### src/rtl/fnn_pkg.sv
// Shared types and constants for the layer-to-layer neuron datapath.
// Holds the serializer state encoding and index sizing helper.
package fnn_pkg;

    typedef enum logic [1:0] {
        SER_IDLE,
        SER_STREAM,
        SER_GAP
    } ser_state_t;

    // Idle cycles inserted after every burst; neurons use the valid fall as end-of-vector.
    localparam int SER_GAP_CYCLES = 1;

    function automatic int idx_width(input int n);
        return (n > 1) ? $clog2(n) : 1;
    endfunction

endpackage

### src/rtl/layer_out_serializer.sv
// Gathers one layer's parallel neuron outputs into a vector and replays it as a
// single contiguous valid burst followed by one idle cycle for the next layer.
module layer_out_serializer
    import fnn_pkg::*;
#(
    parameter int numNeuron = 10,
    parameter int dataWidth = 16
) (
    input  logic                           clk,
    input  logic                           rst,
    input  logic [numNeuron*dataWidth-1:0] neuron_out,
    input  logic [numNeuron-1:0]           neuron_outvalid,
    output logic [dataWidth-1:0]           myinput,
    output logic                           myinputValid,
    output logic                           busy,
    output logic                           overflow
);

    localparam int IDX_W = idx_width(numNeuron);
    localparam logic [IDX_W-1:0] LAST_IDX = IDX_W'(numNeuron - 1);

    ser_state_t           state;
    ser_state_t           state_next;
    logic [IDX_W-1:0]     idx;
    logic [numNeuron-1:0] got;
    logic [numNeuron-1:0] got_now;
    logic [dataWidth-1:0] cap        [numNeuron];
    logic [dataWidth-1:0] cap_next   [numNeuron];
    logic [dataWidth-1:0] stream_buf [numNeuron];
    logic                 pending;
    logic                 complete;
    logic                 can_handoff;
    logic                 handoff;
    logic                 overflow_q;

    // A full got mask that survived an edge means the vector is waiting for the stream side.
    always_comb begin
        pending     = &got;
        got_now     = pending ? got : (got | neuron_outvalid);
        for (int i = 0; i < numNeuron; i++) begin
            cap_next[i] = cap[i];
            if (!pending && neuron_outvalid[i]) begin
                cap_next[i] = neuron_out[i*dataWidth +: dataWidth];
            end
        end
        complete    = &got_now;
        can_handoff = (state == SER_IDLE) || (state == SER_GAP);
        handoff     = complete && can_handoff;
    end

    always_comb begin
        state_next = state;
        case (state)
            SER_IDLE:   if (handoff) state_next = SER_STREAM;
            SER_STREAM: if (idx == LAST_IDX) state_next = SER_GAP;
            SER_GAP:    state_next = handoff ? SER_STREAM : SER_IDLE;
            default:    state_next = SER_IDLE;
        endcase
    end

    always_ff @(posedge clk) begin
        if (rst) begin
            state      <= SER_IDLE;
            idx        <= '0;
            got        <= '0;
            overflow_q <= 1'b0;
        end else begin
            state <= state_next;
            got   <= handoff ? '0 : got_now;
            if (pending && (|neuron_outvalid)) begin
                overflow_q <= 1'b1;
            end
            if (handoff) begin
                idx <= '0;
            end else if (state == SER_STREAM && idx != LAST_IDX) begin
                idx <= idx + 1'b1;
            end
        end
    end

    // Data arrays need no reset: nothing reaches the outputs until got is full again.
    always_ff @(posedge clk) begin
        cap <= cap_next;
        if (handoff) begin
            stream_buf <= cap_next;
        end
    end

    assign myinputValid = (state == SER_STREAM);
    assign myinput      = myinputValid ? stream_buf[idx] : '0;
    assign busy         = (state != SER_IDLE) || pending;
    assign overflow     = overflow_q;

endmodule

### config.mk
export PLATFORM = sky130hd
export DESIGN_NAME = layer_out_serializer
export DESIGN_NICKNAME = d
export VERILOG_FILES = /design/src/rtl/fnn_pkg.sv /design/src/rtl/layer_out_serializer.sv
export SDC_FILE = /design/constraint.sdc
export NUM_CORES = 1
export LEC_CHECK = 0
export CAP_MARGIN = 20
export CORE_ASPECT_RATIO = 0.6
export CORE_UTILIZATION = 53
export DETAILED_ROUTE_END_ITERATION = 12
export PLACE_DENSITY_LB_ADDON = 0.1
export SYNTH_ARGS = -nofsm -noshare
export SYNTH_HDL_FRONTEND = slang
export SYNTH_SLANG_ARGS = --single-unit
export TNS_END_PERCENT = 1
### constraint.sdc
create_clock -name clk -period 5.3 [get_ports clk]
set_input_delay 0.53 -clock clk [delete_from_list [all_inputs] [get_ports clk]]
set_output_delay 0.53 -clock clk [all_outputs]
set_load 0.02 [all_outputs]
==> results_dict.tcl <==
set metrics [dict create \
    cp_top_family "simple AND/OR/NAND/NOR gates" \
    grt_pass1_vias 6660 \
    seq_area_frac_synth_pct 67.3 \
    crit_buf_inv 1 \
    syn_area_um2 12400 \
    slowest_delay_ns 0.74 \
    tightest_slew_ns 1.07 \
    slew-limit-headroom_pct 28.6 \
    cts_tree "done" \
    critPathKind "reg2out" \
    cts_max_level 1 \
    grt_pass1_wl_um 38600 \
    synth_cell_types 40 \
    num_rows 42 \
    postCtsSetupBuffers 0 \
    p_per_area_nw_per_um2 354 \
    gp_congestion 0.867 \
    place_hpwl_um 17400 \
    antenna_found_initial 2 \
    die_h_um 120 \
    cp-start-kind "flop" \
    hp-class "reg2reg" \
    clockBufferDepth 3 \
    status "finished clean" \
    cts_resized 0 \
    grt_util_all_layers_pct 21.7 \
    rsz0062_at_grt "no" \
    hold_viol 0 \
    drt_iter0_markers 367 \
    fin_tns_setup_ns 0 \
    postSynth.asyncResetShare_pct 0 \
    die-area_um2 24000 \
    area_delta_synth_final_pct 24.0 \
    holdPathEnd "cap[149]$_DFF_P_" \
    drive_gt1_share_pct 29.8 \
    worst_ep_required_time_ns 4.77 \
    portBuffers 190 \
    ff_latch_area_um2 8350 \
    fin_nets 1064 \
    fin_cells 1221 \
    hold_buffers 0 \
    multi_input_area_um2 3770 \
    worstPathMaxFanout 16 \
    reg2reg_slack_ns 2.47 \
    critical_path_depth 5 \
    worstSkewPairLatency_ns 0.54 \
    coreArea_um2 22500 \
    synthFlopType "dfxtp_1" \
    ys_warn_count 0 \
    drtPass1Iterations 4 \
    power.total_mw 5.44 \
    synth_cells 693 \
    setup_violations 0 \
    avgSynthCellArea_um2 17.9 \
    cts-root-buf "clkbuf_16" \
    ant_nets 0 \
    reg2regPathDepth 5 \
    ioPinCount 191 \
    die_width_um 199 \
    r2r-start "got[6]$_SDFF_PP0_" \
    clock_skew_ns 0.0221 \
    crit_chain "or3b_1, nor2_2, a22oi_1, nand2_1, clkdlybuf4s50_1" \
    fmax_mhz 268 \
    fill_cells 1526 \
    vdd_ir_drop_max_v 0.000219 \
    fin_crit_sh_pct 70.4 \
    reg2reg_to "stream_buf[2]$_DFFE_PP_" \
    ys_ff_latch 337 \
    grt_start_max_net_pins 93 \
    drv_cap 0 \
    vias 6413 \
    synth_edf_count 160 \
    cts_buffers 29 \
    via_per_inst 5.25 \
    drc 0 \
    critPathSlowestCell "nor2_2" \
    min_path_cells 1 \
    cts_sinks 337 \
    clk_pin_slew_ns 0.07 \
    drt-total-wl_um 25600 \
    drv_slew 0 \
    leakage_nw 5.67 \
    hold_path_startpoint "cap[149]$_DFF_P_" \
    overflow 0 \
    end_kind "output pin" \
    initial_utilization_pct 55.1 \
    dp.cells 1167 \
    post_drt_wl_per_cell_um 21.0 \
    fin_crit_ns 3.73 \
    crit_arrival_ns 3.20 \
    synth_fp_nets 867 \
]
==> report_power, final <==
group	switching, mW	internal [mW]	total, mW
sequential	0.0451	2.89	2.94
clock	0.904	1.16	2.06
combinational	0.164	0.282	0.446
total	1.11	4.33	5.44
==> cells by family after synthesis <==
group	Yosys count	synth area share (%)
DFF	337	67.3
muxes	208	24.2
and+or+nand+nor	87	4.20
buffers and inverters	30	2.32
AOI/OAI and AO/OA	26	1.53
xor gates and xnor gates	3	0.212
adders and majority gates	2	0.202
==> cell usage in the layout (no fill, tap or decap), types with 2 or more instances in the layout <==
cell type	synthesis	routed
clkdlybuf4s50_1	0	190
dfxtp_1	177	175
edfxtp_1	160	160
mux2_2	96	96
mux2_4	80	80
nand2_1	37	37
mux4_2	32	32
clkbuf_16	0	29
nor2_1	23	22
a22oi_1	16	16
nand2_8	8	8
clkinv_2	0	7
clkbuf_1	5	6
clkinv_1	0	5
clkbuf_8	0	4
nand4_1	3	3
nor4_1	3	3
xor2_1	3	3
inv_1	3	2
nand2_2	2	2
or2_2	2	2
a21oi_1	2	2
ha_1	2	2
bufinv_16	0	2
buf_4	3	2
==> cells in the mapped netlist (all sizes together), types with 2 or more instances <==
library cell / number / area, um2
mux2: 176 / 2280
buf: 22 / 258
nor2: 23 / 86.3
nand4: 3 / 18.8
clkbuf: 5 / 18.8
edfxtp: 160 / 4800
or2: 2 / 12.5
inv: 3 / 11.3
dfxtp: 177 / 3540
a22oi: 16 / 120
ha: 2 / 25.0
a21oi: 2 / 10.0
nand2: 47 / 312
mux4: 32 / 721
xor2: 3 / 26.3
nor4: 4 / 31.3
==> layer usage <==
layer  share of wire (%)  global-route usage, %  vias to the layer above
met2                  46                   34.5                      208
met3                 5.9                   4.10                       36
met1                  46                   31.0                     3176
met4                 2.0                   5.44                        0
li1                    -                      -                     2993
met5                   0                      0                        -
==> how the worst max path moves through the flow <==
stage,start,to,slack (ns)
6_report,state[0]$_SDFFE_PP0P_,myinput[12],1.57
4_1_cts,state[0]$_SDFFE_PP0P_,myinput[12],1.54
2_1_floorplan,neuron_outvalid[6],stream_buf[0]$_DFFE_PP_,0.52
3_5_place_dp,neuron_outvalid[6],stream_buf[31]$_DFFE_PP_,1.72
3_3_place_gp,neuron_outvalid[6],stream_buf[15]$_DFFE_PP_,1.88
5_1_grt,idx[0]$_SDFFE_PP0P_,myinput[12],1.43
==> layout make-up <==
class / instances / share of cell area, %
sequential: 337 / 54.3
multi-input combinational: 326 / 24.5
timing repair buffer: 193 / 12.6
clock buffer: 39 / 5.22
tap: 308 / 2.51
clock inverter: 14 / 0.740
inverter: 3 / 0.106
antenna: 1 / 0.0163
==> state kept, by name (all words and copies together), names as in the netlist <==
name,cells
got,10
cap,160
idx,4
state,2
overflow,1
stream_buf,160
==> metrics by stage <==
| stage | hold slack (ns) | utilization (%) | worst slack (ns) | cell area, um2 |
|---|---|---|---|---|
| CTS | 0.472 | 68.4 | 1.54 | 15400 |
| floorplan | 0.444 | - | 0.517 | 12400 |
| global route | 0.478 | 68.4 | 1.43 | 15400 |
| global placement | 0.453 | 64.3 | 1.88 | 14500 |
| finish | 0.470 | 68.4 | 1.57 | 15400 |
| detailed placement | 0.455 | 64.3 | 1.72 | 14500 |
(Power assumes the default switching activity.)
